[config.mk]
export PLATFORM = sky130hd
export DESIGN_NAME = screen_sequencer
export DESIGN_NICKNAME = d
export VERILOG_FILES = /design/src/rtl/screen_sequencer_pkg.sv /design/src/rtl/screen_sequencer_sync_rise.sv /design/src/rtl/screen_sequencer.sv
export SDC_FILE = /design/constraint.sdc
export NUM_CORES = 1
export LEC_CHECK = 0
export CORE_ASPECT_RATIO = 1.1
export CORE_UTILIZATION = 43
export CTS_CLUSTER_DIAMETER = 30
export DETAILED_ROUTE_END_ITERATION = 12
export PLACE_DENSITY = 0.81
export SYNTH_ARGS = -nofsm -noshare
export SYNTH_HDL_FRONTEND = slang
export SYNTH_SLANG_ARGS = --single-unit
[constraint.sdc]
create_clock -name clk -period 2.7 [get_ports clk]
set_input_delay 0.54 -clock clk [delete_from_list [all_inputs] [get_ports clk]]
set_output_delay 0.54 -clock clk [all_outputs]
set_load 0.005 [all_outputs]
[src/rtl/screen_sequencer_pkg.sv]
// Shared types for the screen sequencer.
//   screen_t : screen currently driving the VGA outputs (also the screen_sel encoding)
//   COLOR_W  : default bits per colour channel
//   RGB_W    : width of a packed {R,G,B} pixel at the default channel width
package screen_pkg;

  typedef enum logic [1:0] {
    ATTRACT = 2'd0,
    PLAYING = 2'd1,
    VICTORY = 2'd2,
    DEFEAT  = 2'd3
  } screen_t;

  localparam int unsigned COLOR_W = 8;
  localparam int unsigned RGB_W   = 3 * COLOR_W;

endpackage

[src/rtl/screen_sequencer_sync_rise.sv]
// Two-flop synchronizer followed by a rising-edge detector.
//   clk_i   : destination clock
//   rst_ni  : asynchronous active-low reset
//   async_i : asynchronous level input
//   rise_o  : one-cycle pulse on each synchronized 0->1 transition
module sync_rise (
  input  logic clk_i,
  input  logic rst_ni,
  input  logic async_i,
  output logic rise_o
);

  logic meta_q;
  logic sync_q;
  logic prev_q;

  always_ff @(posedge clk_i or negedge rst_ni) begin
    if (!rst_ni) begin
      meta_q <= 1'b0;
      sync_q <= 1'b0;
      prev_q <= 1'b0;
    end else begin
      meta_q <= async_i;
      sync_q <= meta_q;
      prev_q <= sync_q;
    end
  end

  assign rise_o = sync_q & ~prev_q;

endmodule

[src/rtl/screen_sequencer.sv]
// Game-level screen controller. Chooses which pixel source (attract, game field,
// victory, defeat) drives the DAC, switching only on frame boundaries, and gates /
// resets the game logic.
//   clk          : pixel clock
//   reset        : asynchronous active-low reset
//   frame_start  : one-cycle pulse at pixel (0,0)
//   start_btn    : raw asynchronous start key, active-high
//   win_evt      : one-cycle pulse, player won
//   lose_evt     : one-cycle pulse, player lost
//   game_rgb     : {R,G,B} from the game-field generator
//   win_rgb      : {R,G,B} from the victory-screen generator
//   lose_rgb     : {R,G,B} from the defeat-screen generator
//   R, G, B      : registered colour to the DAC
//   screen_sel   : current screen (screen_t encoding)
//   game_enable  : high only while PLAYING
//   game_reset   : one-cycle pulse on entry to PLAYING
module screen_sequencer #(
  parameter int unsigned HOLD_FRAMES  = 180,
  parameter int unsigned BLINK_FRAMES = 30,
  parameter int unsigned COLOR_W      = 8
) (
  input  logic                   clk,
  input  logic                   reset,
  input  logic                   frame_start,
  input  logic                   start_btn,
  input  logic                   win_evt,
  input  logic                   lose_evt,
  input  logic [3*COLOR_W-1:0]   game_rgb,
  input  logic [3*COLOR_W-1:0]   win_rgb,
  input  logic [3*COLOR_W-1:0]   lose_rgb,
  output logic [COLOR_W-1:0]     R,
  output logic [COLOR_W-1:0]     G,
  output logic [COLOR_W-1:0]     B,
  output logic [1:0]             screen_sel,
  output logic                   game_enable,
  output logic                   game_reset
);

  import screen_pkg::*;

  localparam int unsigned PIX_W  = 3 * COLOR_W;
  localparam int unsigned FCNT_W = $clog2(HOLD_FRAMES) + 1;
  localparam int unsigned BCNT_W = $clog2(BLINK_FRAMES) + 1;
  localparam logic [FCNT_W-1:0] HOLD_LAST  = FCNT_W'(HOLD_FRAMES - 1);
  localparam logic [BCNT_W-1:0] BLINK_LAST = BCNT_W'(BLINK_FRAMES - 1);

  screen_t           state_q,      state_d;
  logic [FCNT_W-1:0] frame_cnt_q,  frame_cnt_d;
  logic [BCNT_W-1:0] blink_cnt_q,  blink_cnt_d;
  logic              blink_on_q,   blink_on_d;
  logic              start_pend_q, start_pend_d;
  logic              win_pend_q,   win_pend_d;
  logic              lose_pend_q,  lose_pend_d;
  logic              game_en_q;
  logic              game_rst_q,   game_rst_d;
  logic [PIX_W-1:0]  rgb_q,        rgb_d;
  logic              start_rise;

  sync_rise u_start_sync (
    .clk_i   (clk),
    .rst_ni  (reset),
    .async_i (start_btn),
    .rise_o  (start_rise)
  );

  // Every frame_start consumes all pending flags; an event arriving in that same
  // cycle is kept for the following frame instead of being lost.
  always_comb begin
    if (frame_start) begin
      start_pend_d = start_rise;
      win_pend_d   = win_evt;
      lose_pend_d  = lose_evt;
    end else begin
      start_pend_d = start_pend_q | start_rise;
      win_pend_d   = win_pend_q   | win_evt;
      lose_pend_d  = lose_pend_q  | lose_evt;
    end
  end

  always_comb begin
    state_d     = state_q;
    frame_cnt_d = frame_cnt_q;
    blink_cnt_d = blink_cnt_q;
    blink_on_d  = blink_on_q;

    if (frame_start) begin
      case (state_q)
        ATTRACT: begin
          if (start_pend_q) begin
            state_d = PLAYING;
          end else if (blink_cnt_q == BLINK_LAST) begin
            blink_cnt_d = '0;
            blink_on_d  = ~blink_on_q;
          end else begin
            blink_cnt_d = blink_cnt_q + BCNT_W'(1);
          end
        end
        PLAYING: begin
          if (win_pend_q) begin
            state_d = VICTORY;
          end else if (lose_pend_q) begin
            state_d = DEFEAT;
          end
        end
        VICTORY, DEFEAT: begin
          if (frame_cnt_q == HOLD_LAST) begin
            state_d = ATTRACT;
          end else if (frame_cnt_q != '1) begin
            frame_cnt_d = frame_cnt_q + FCNT_W'(1);
          end
        end
        default: state_d = ATTRACT;
      endcase
    end

    if (state_d != state_q) begin
      frame_cnt_d = '0;
    end
    // Re-entering ATTRACT always starts with the trophy visible.
    if ((state_d == ATTRACT) && (state_q != ATTRACT)) begin
      blink_cnt_d = '0;
      blink_on_d  = 1'b1;
    end

    game_rst_d = (state_q == ATTRACT) && (state_d == PLAYING);

    // Mux follows the registered screen, so the pixel path lags screen_sel by one clock.
    rgb_d = '0;
    case (state_q)
      ATTRACT: rgb_d = blink_on_q ? win_rgb : '0;
      PLAYING: rgb_d = game_rgb;
      VICTORY: rgb_d = win_rgb;
      DEFEAT:  rgb_d = lose_rgb;
      default: rgb_d = '0;
    endcase
  end

  always_ff @(posedge clk or negedge reset) begin
    if (!reset) begin
      state_q      <= ATTRACT;
      frame_cnt_q  <= '0;
      blink_cnt_q  <= '0;
      blink_on_q   <= 1'b1;
      start_pend_q <= 1'b0;
      win_pend_q   <= 1'b0;
      lose_pend_q  <= 1'b0;
      game_en_q    <= 1'b0;
      game_rst_q   <= 1'b0;
      rgb_q        <= '0;
    end else begin
      state_q      <= state_d;
      frame_cnt_q  <= frame_cnt_d;
      blink_cnt_q  <= blink_cnt_d;
      blink_on_q   <= blink_on_d;
      start_pend_q <= start_pend_d;
      win_pend_q   <= win_pend_d;
      lose_pend_q  <= lose_pend_d;
      game_en_q    <= (state_d == PLAYING);
      game_rst_q   <= game_rst_d;
      rgb_q        <= rgb_d;
    end
  end

  assign R           = rgb_q[3*COLOR_W-1:2*COLOR_W];
  assign G           = rgb_q[2*COLOR_W-1:COLOR_W];
  assign B           = rgb_q[COLOR_W-1:0];
  assign screen_sel  = state_q;
  assign game_enable = game_en_q;
  assign game_reset  = game_rst_q;

endmodule

==> run summary, run 1 <==
row cnt: 28
Syn Nets: 343
CP endpoint kind: primary output
clock skew: 0.004623 ns
core area: 0.005465 mm2
Gate power share: 47.1%
area grow syn2layout: 48.77%
H-tree lvl count: 2
vias in the first global route: 2153
Synth Instances: 261
Overflow after GRT: 0
cts hold-fix bufs: 0
vias per inst: 5.157
Max FO, Critical Path: 11
Setup Buffers After CTS: 0
fraction of layout cells with a size suffix above 1: 7.143%
All-Layer GR Usage: 20.95%
Initial Util: 45.58%
Clock Latency Late Sink: 0.30 ns
worst-margin pin slew: 0.8580 ns
Final min period: 2.123 ns
Reg-to-Reg End: frame_cnt_q[7]
full die area: 0.006102 mm2
final WL: 6381 um
CTS Buf Count: 5
Syn Std Cell Area: 0.002491 mm2
pin count of the biggest net entering global routing: 49
Period Utilization, post-route: 78.63%
outcome: completed
async set-or-reset flop fraction in the synthesized netlist: 100.0%
Final setup viols: 0
CP startpoint kind: flop
CP peak stage delay: 0.53 ns
routability-driven placement congestion ratio: 0.8762
post-synth cell types: 41
first-pass GRT wire length: 9839 um
peak supply drop: 0.4419 mV
Sw Share: 36.09%
Hold WC Path Type: in -> async
Leak: 1.513 nW
end of the critical path: screen_sel[1]
average size of a mapped cell: 9.545 um2
max-cap violation count: 0
sequential share of the synthesized area: 50.28%
pwr/cell area: 840.0 mW/mm2
Psw: 1.124 mW
crit-path cells: buf_4, clkdlybuf4s50_1
maximum clock rate: 471.1 MHz
Setup TNS Final: 0 ns
CTS Sinks: 50
Die Height: 81.83 um
wire per inst: 14.54 um
setup slack, reg-to-reg: 0.63 ns
Slowest-stage cell, CP: dfrtp_1
drc violations: 0
RR Startpoint: frame_cnt_q[0]
sequential share of power: 38.3%
Nets: 445
hpwl dp: 4673 um
final hold vios: 0
DRT iter0 DRCs: 101
synth warn: 0
Final Util: 67.81%
number of flops mapped to enable cells by yosys: 0
initial antenna violation count: 0
Crit Path Category: reg -> out
Worst Setup SP: screen_sel[1]
P_int: 1.990 mW
worst relative slew slack: 42.66%
arrival time at the worst endpoint: 1.58 ns
flip-flop and latch count after synthesis: 50
IO buf count: 105
CTS tree: yes
# resized after CTS: 0
Top Ports: 106
Slew Limit Fails: 0
die width: 74.57 um
Req. time, crit path: 2.16 ns
Clock Tree Root: clkbuf_8
clock slew at reported path FFs: 0.09 ns
worst r2r path cells: 7
Via Count: 2264
diode count: 0
Final ANT Viol Nets: 0
predominant post-synthesis flop cell: dfrtp_1
Longest Clk Path Bufs: 2
Clock power frac: 14.6%
DRT Pass-1 Iters: 4
unrepaired setup endpoints after global routing: no
-- cell usage in the layout, fill, tap and decap left out, types with 3 or more instances in the layout --
cell type,count
a22o_1,4
a21oi_1,27
inv_1,5
nor2_1,35
clkdlybuf4s50_1,104
nor3_1,3
nor4b_1,4
a31oi_1,3
a211oi_1,3
nand3_1,5
dfrtp_1,48
buf_4,7
clkbuf_8,6
xnor2_1,7
o21ai_0,3
nand2b_1,26
nand2_1,13
ha_1,4
mux2i_1,3
a21o_1,4
o22ai_1,24
-- routing by layer --
layer | GRT usage, % | routed length (um)
met1 | 26.54 | 2746
met2 | 35.86 | 3244
met3 | 3.681 | 279
met4 | 7.170 | 110
met5 | 0 | 0
-- sequential cells by signal, indices dropped and copies added (netlist names) --
name,cells
screen_sel,2
lose_pend_q,1
game_enable,1
win_pend_q,1
blink_on_q,1
u_start_sync.meta_q,1
u_start_sync.sync_q,1
rgb_q,24
blink_cnt_q,6
frame_cnt_q,9
start_pend_q,1
game_reset,1
u_start_sync.prev_q,1
-- through the flow --
step | cell area (um2) | total power, mW | hold WS (ns) | instances | setup WS (ns)
finish | 3706 | 3.113 | 0.2022 | 439 | 0.5771
global route | 3706 | 3.337 | 0.2328 | 439 | 0.4833
CTS | 3706 | 3.127 | 0.2183 | 439 | 0.5788
detailed placement | 3611 | 2.673 | 0.3356 | 431 | 0.4143
global placement | 3611 | 2.636 | 0.3336 | 431 | 0.4551
floorplan | 2491 | 1.947 | 0.2444 | 261 | 0.7661
-- layout make-up --
type / count / area [um2]
inverters: 5 / 18.77
multi-input cells: 189 / 1146
clock inverters: 2 / 12.51
repair buffers: 112 / 1099
well taps: 75 / 93.84
clock buffers: 6 / 82.58
flip-flops and latches: 50 / 1254
fillers: 448 / 1759
-- power by group through the flow --
stage	Sequential (mW)	Clock, mW	Combinational (mW)
floorplan	1.19	0	0.759
global placement	1.20	0	1.44
detailed placement	1.21	0	1.47
CTS	1.19	0.462	1.47
global route	1.23	0.487	1.62
finish	1.19	0.455	1.47
-- cell families after synthesis --
logic type | after synthesis | synth area share, %
DFF | 50 | 50.28
and+or+nand+nor | 100 | 21.60
muxes | 3 | 1.205
xor gates and xnor gates | 9 | 3.164
adders and majority gates | 4 | 2.009
buffers and inverters | 22 | 3.717
AOI/OAI and AO/OA | 73 | 18.03
-- worst min path at each step --
stage / from / to / slack, ns / depth (start not counted)
after global routing: reset / frame_cnt_q[0] / 0.23 / 1
final: reset / frame_cnt_q[0] / 0.20 / 1
after CTS: reset / frame_cnt_q[0] / 0.22 / 1
after global placement: u_start_sync.meta_q / u_start_sync.sync_q / 0.33 / 0
after detailed placement: u_start_sync.meta_q / u_start_sync.sync_q / 0.34 / 0
after floorplan: reset / blink_cnt_q[0] / 0.24 / 0
-- synth_stat cells, types with 3 or more instances --
library cell	instances	area [um2]
inv_1	5	18.77
a22o_1	4	35.03
xnor2_1	7	61.31
nand3_1	5	25.02
a211oi_1	3	22.52
nor3_1	3	15.01
nor2_1	35	131.4
nor4b_1	4	35.03
clkbuf_1	8	30.03
o22ai_1	24	150.1
nand2_1	13	48.80
a21o_1	4	30.03
buf_1	5	18.77
a31oi_1	3	18.77
dfrtp_1	49	1226
nand2b_1	26	162.7
a21oi_1	27	135.1
mux2i_1	3	30.03
o21ai_0	3	15.01
ha_1	4	50.05
-- critical path, delay by kind of cell, from the launching register on --
kind                   cells  cell delay (ns)
flip-flops                 1             0.53
buffers and inverters      2             0.76
Note: power is estimated with default switching activity, not from simulation.
==> run 2: changes to the inputs <==
Settings changed: CORE_UTILIZATION 43 to 38, PLACE_DENSITY 0.81 to 0.76.
Clock period 2.7 ns to 1.75 ns, I/O delays scaled along.
==> run summary, run 2 (synthesis results as in run 1) <==
outcome: finished with violations
failing checks: negative hold slack, negative setup slack
worst-margin pin slew: 0.5053 ns
setup slack, reg-to-reg: -0.09 ns
final WL: 7028 um
Hold WC Path Type: in -> async
arrival time at the worst endpoint: 2.08 ns
Overflow after GRT: 0
pre-CTS setup slack: -0.3456 ns
Max FO, Critical Path: 3
row cnt: 30
Final min period: 1.839 ns
Worst Setup SP: frame_cnt_q[1]
Placed Instances: 450
Top Ports: 106
biggest regs: rgb_q (24), frame_cnt_q (9), blink_cnt_q (6)
crit-path cells: ha_4, nand3_4, nor3_4, ha_2, a211o_1, or4_4, a21oi_2
drc violations: 0
first-pass GRT wire length: 10940 um
most common cell after layout, fill and taps aside: clkdlybuf4s50_1
max reg flops: 24
Final Util: 64.95%
core area: 0.006269 mm2
final hold vios: 18
hpwl dp: 4774 um
Via Count: 2404
Initial Util: 39.74%
routability-driven placement congestion ratio: 0.8473
Fin Hold WS: -0.005035 ns
Reg with most FFs: rgb_q
Req. time, crit path: 1.99 ns
Longest Clk Path Bufs: 2
diode count: 0
Slew Limit Fails: 0
Crit Path Category: reg -> reg
full die area: 0.006884 mm2
clock slew at reported path FFs: 0.09 ns
area grow syn2layout: 63.44%
initial antenna violation count: 0
Leak: 1.697 nW
max-cap violation count: 0
Clock Tree Root: clkbuf_8
worst relative slew slack: 66.31%
Slowest-stage cell, CP: dfrtp_1
commonest non-fill, non-tap cells in the layout: clkdlybuf4s50_1 (102), dfrtp_1 (47), nor2_1 (35)
clock skew: 0.004734 ns
Period Utilization, post-route: 105.1%
worst r2r path cells: 7
CTS tree: yes
RR Startpoint: frame_cnt_q[1]
H-tree lvl count: 2
CP startpoint kind: flop
CP peak stage delay: 0.42 ns
CTS Sinks: 50
IO buf count: 105
pwr/cell area: 1335 mW/mm2
All-Layer GR Usage: 20.78%
CP endpoint kind: flop
maximum clock rate: 543.8 MHz
DRT iter0 DRCs: 116
CTS Buf Count: 5
vias per inst: 5.137
Nets: 469
worst setup margin: -0.08900 ns
cts hold-fix bufs: 0
Final ANT Viol Nets: 0
wire per inst: 15.02 um
pin count of the biggest net entering global routing: 48
die width: 79.20 um
unrepaired setup endpoints after global routing: yes
vias in the first global route: 2355
Final setup viols: 4
Setup TNS Final: -0.2618 ns
DRT Pass-1 Iters: 4
fraction of layout cells with a size suffix above 1: 15.72%
Clock Latency Late Sink: 0.30 ns
Die Height: 86.92 um
peak supply drop: 0.6565 mV
non-filler instance count after layout: 468
[run 2: cell types whose count changed in the layout (fill, tap and decap cells not counted), moves of 2 or more]
cell             delta
buf_12              +3
buf_4              +19
clkdlybuf4s50_1     -2
ha_1                -2
nor3_1              -2
nor4b_1             -3
nor4b_2             +2
[run 2: critical path, delay by kind of cell (launching register included)]
| family | cells | cell delay, ns |
|---|---|---|
| simple gates | 3 | 0.54 |
| compound gates | 2 | 0.43 |
| fa+ha+maj | 2 | 0.39 |
| flops | 1 | 0.42 |
[run 2: timing repair]
action	in CTS	in global routing
pin swaps	3	8
gates cloned	1	0
gates resized for setup	8	9
setup endpoints to repair	9	16
setup buffers	6	3
[run 2: report_power, final]
group          leakage, nW  total, mW  switching [mW]  internal (mW)
Clock               0.0514      0.808           0.381          0.427
Sequential           0.605       1.83           0.262           1.57
Combinational         1.04       2.79            1.26           1.54
Total                 1.70       5.43            1.90           3.54
[run 2: area by class of cell]
class | instances | area [um2]
inverters | 5 | 18.77
clock buffers | 6 | 72.57
repair buffers | 136 | 1346
fillers | 499 | 2197
multi-input cells | 189 | 1241
clock inverters | 2 | 37.54
flip-flops and latches | 50 | 1255
well taps | 80 | 100.1
[run 2: per-layer routing]
metal	vias up	track usage, %	wire length [um]
met1	1139	23.70	2733
met5	-	0	0
met4	0	6.116	116
met2	83	38.48	3764
li1	1170	-	-
met3	12	4.712	413
[run 2: through the flow]
step	cell area [um2]	total power, mW
final	4071	5.433
after global routing	4071	5.787
after CTS	3998	5.357
after detailed placement	3775	4.337
after global placement	3775	4.274
after floorplan	2506	3.012
[run 2: path summary, 6_finish.rpt]
kind,to
worst max-delay path,frame_cnt_q[7]
worst min-delay path,u_start_sync.meta_q
worst max register to register,frame_cnt_q[7]
worst min register to register,u_start_sync.sync_q
max in group asynchronous,blink_on_q
min in group clk,u_start_sync.sync_q
==> run 3: changes to the inputs <==
Settings changed: CELL_PAD_IN_SITES_DETAIL_PLACEMENT set to 1, CELL_PAD_IN_SITES_GLOBAL_PLACEMENT set to 2, CORE_UTILIZATION 38 to 22, PLACE_DENSITY 0.76 to unset, PLACE_DENSITY_LB_ADDON set to 0.1.
==> run summary, run 3 (synthesis results as in run 1) <==
max-cap violation count: 0
biggest regs: rgb_q (24), frame_cnt_q (9), blink_cnt_q (6)
Top Ports: 106
worst relative slew slack: 63.56%
Slew Limit Fails: 0
CP endpoint kind: flop
vias per inst: 4.461
CTS Sinks: 50
All-Layer GR Usage: 14.51%
H-tree lvl count: 2
Clock Latency Late Sink: 0.29 ns
area grow syn2layout: 67.50%
hpwl dp: 5929 um
Final Util: 38.07%
failing checks: negative setup slack
CP peak stage delay: 0.42 ns
CP startpoint kind: flop
Placement Cell Area: 0.003881 mm2
worst-margin pin slew: 0.5465 ns
Longest Clk Path Bufs: 2
max reg flops: 24
die width: 103.5 um
Period Utilization, post-route: 101.5%
Die Height: 113.6 um
routability-driven placement congestion ratio: 0.7268
cts hold-fix bufs: 0
outcome: finished with violations
CTS Buf Count: 5
sequential share of power: 31.7%
diode count: 0
Final setup viols: 1
first-pass GRT wire length: 12880 um
clock slew at reported path FFs: 0.07 ns
total power: 5.765 mW
pre-CTS setup slack: -0.3001 ns
vias in the first global route: 2494
Final min period: 1.776 ns
IO buf count: 105
Req. time, crit path: 1.97 ns
final WL: 7930 um
CP Buf/Inv Count: 0
Nets: 465
peak supply drop: 0.4332 mV
fraction of layout cells with a size suffix above 1: 14.58%
clock skew: 0.009967 ns
P_int: 3.826 mW
arrival time at the worst endpoint: 2.00 ns
Max FO, Critical Path: 4
core area: 0.01096 mm2
wire per inst: 14.93 um
Reg with most FFs: rgb_q
Final Instance Area: 0.004173 mm2
Overflow after GRT: 0
Via Count: 2369
Hold WC Path Type: in -> async
CTS tree: yes
crit-path cells: ha_4, nand3_2, nor3_2, ha_2, a211o_1, or4_4, a21oi_2
Final ANT Viol Nets: 0
DRT iter0 DRCs: 43
Setup TNS Final: -0.02628 ns
Psw: 1.940 mW
DRT Pass-1 Iters: 4
initial antenna violation count: 0
Leak: 1.686 nW
Clock power frac: 22.5%
pin count of the biggest net entering global routing: 32
Clock Tree Root: clkbuf_16
Gate power share: 45.8%
Slowest-stage cell, CP: or4_4
pwr/cell area: 1382 mW/mm2
most common cell after layout, fill and taps aside: clkdlybuf4s50_1
final hold vios: 0
drc violations: 0
row cnt: 40
worst setup margin: -0.02628 ns
CP delay by family, top: simple AND/OR/NAND/NOR gates
Sw Share: 33.64%
maximum clock rate: 563.0 MHz
Initial Util: 22.73%
Crit Path Category: reg -> reg
unrepaired setup endpoints after global routing: yes
commonest non-fill, non-tap cells in the layout: clkdlybuf4s50_1 (102), dfrtp_1 (47), nor2_1 (35)
full die area: 0.01175 mm2
==> run 3: area by class of cell <==
type | instances | area [um2]
inverters | 5 | 18.77
clock inverters | 2 | 60.06
flip-flops and latches | 50 | 1255
well taps | 147 | 183.9
multi-input cells | 189 | 1225
repair buffers | 132 | 1291
clock buffers | 6 | 138.9
fillers | 1250 | 6788
==> run 3: final timing paths <==
check	slack [ns]	to	start	cells after the start
worst min-delay path	0.03	frame_cnt_q[2]	reset	2
min in group clk	0.37	u_start_sync.sync_q	u_start_sync.meta_q	0
max in group asynchronous	1.47	blink_on_q	reset	2
worst min register to register	0.37	u_start_sync.sync_q	u_start_sync.meta_q	0
worst max register to register	-0.03	frame_cnt_q[7]	frame_cnt_q[1]	7
worst max-delay path	-0.03	frame_cnt_q[7]	frame_cnt_q[1]	7
==> run 3: metrics by stage <==
step / hold WS [ns] / cells
2_1_floorplan: 0.05441 / 261
3_3_place_gp: 0.3336 / 520
3_5_place_dp: 0.3450 / 520
4_1_cts: 0.03095 / 530
5_1_grt: 0.04169 / 531
6_report: 0.03059 / 531
==> run 3: routing by layer <==
layer  vias to the layer above  routed length (um)  track usage [%]
met2                        66                3741            23.18
met5                         -                   0                0
met1                      1142                3361            17.16
met4                         0                  99            4.507
li1                       1156                   -                -
met3                         5                 728            6.740
==> run 3: power by group through the flow <==
stage | clock network [mW] | registers, mW | logic [mW]
after global placement | 0 | 1.84 | 2.58
after global routing | 1.38 | 1.89 | 2.94
after detailed placement | 0 | 1.85 | 2.60
after CTS | 1.34 | 1.82 | 2.66
final | 1.30 | 1.83 | 2.64
after floorplan | 0 | 1.83 | 1.18
==> run 3: what timing repair did <==
action / CTS / global route
pin swaps: 2 / 2
cloned: 0 / 0
setup endpoints to repair: 4 / 12
gates resized for setup: 2 / 10
setup buffers: 2 / 1
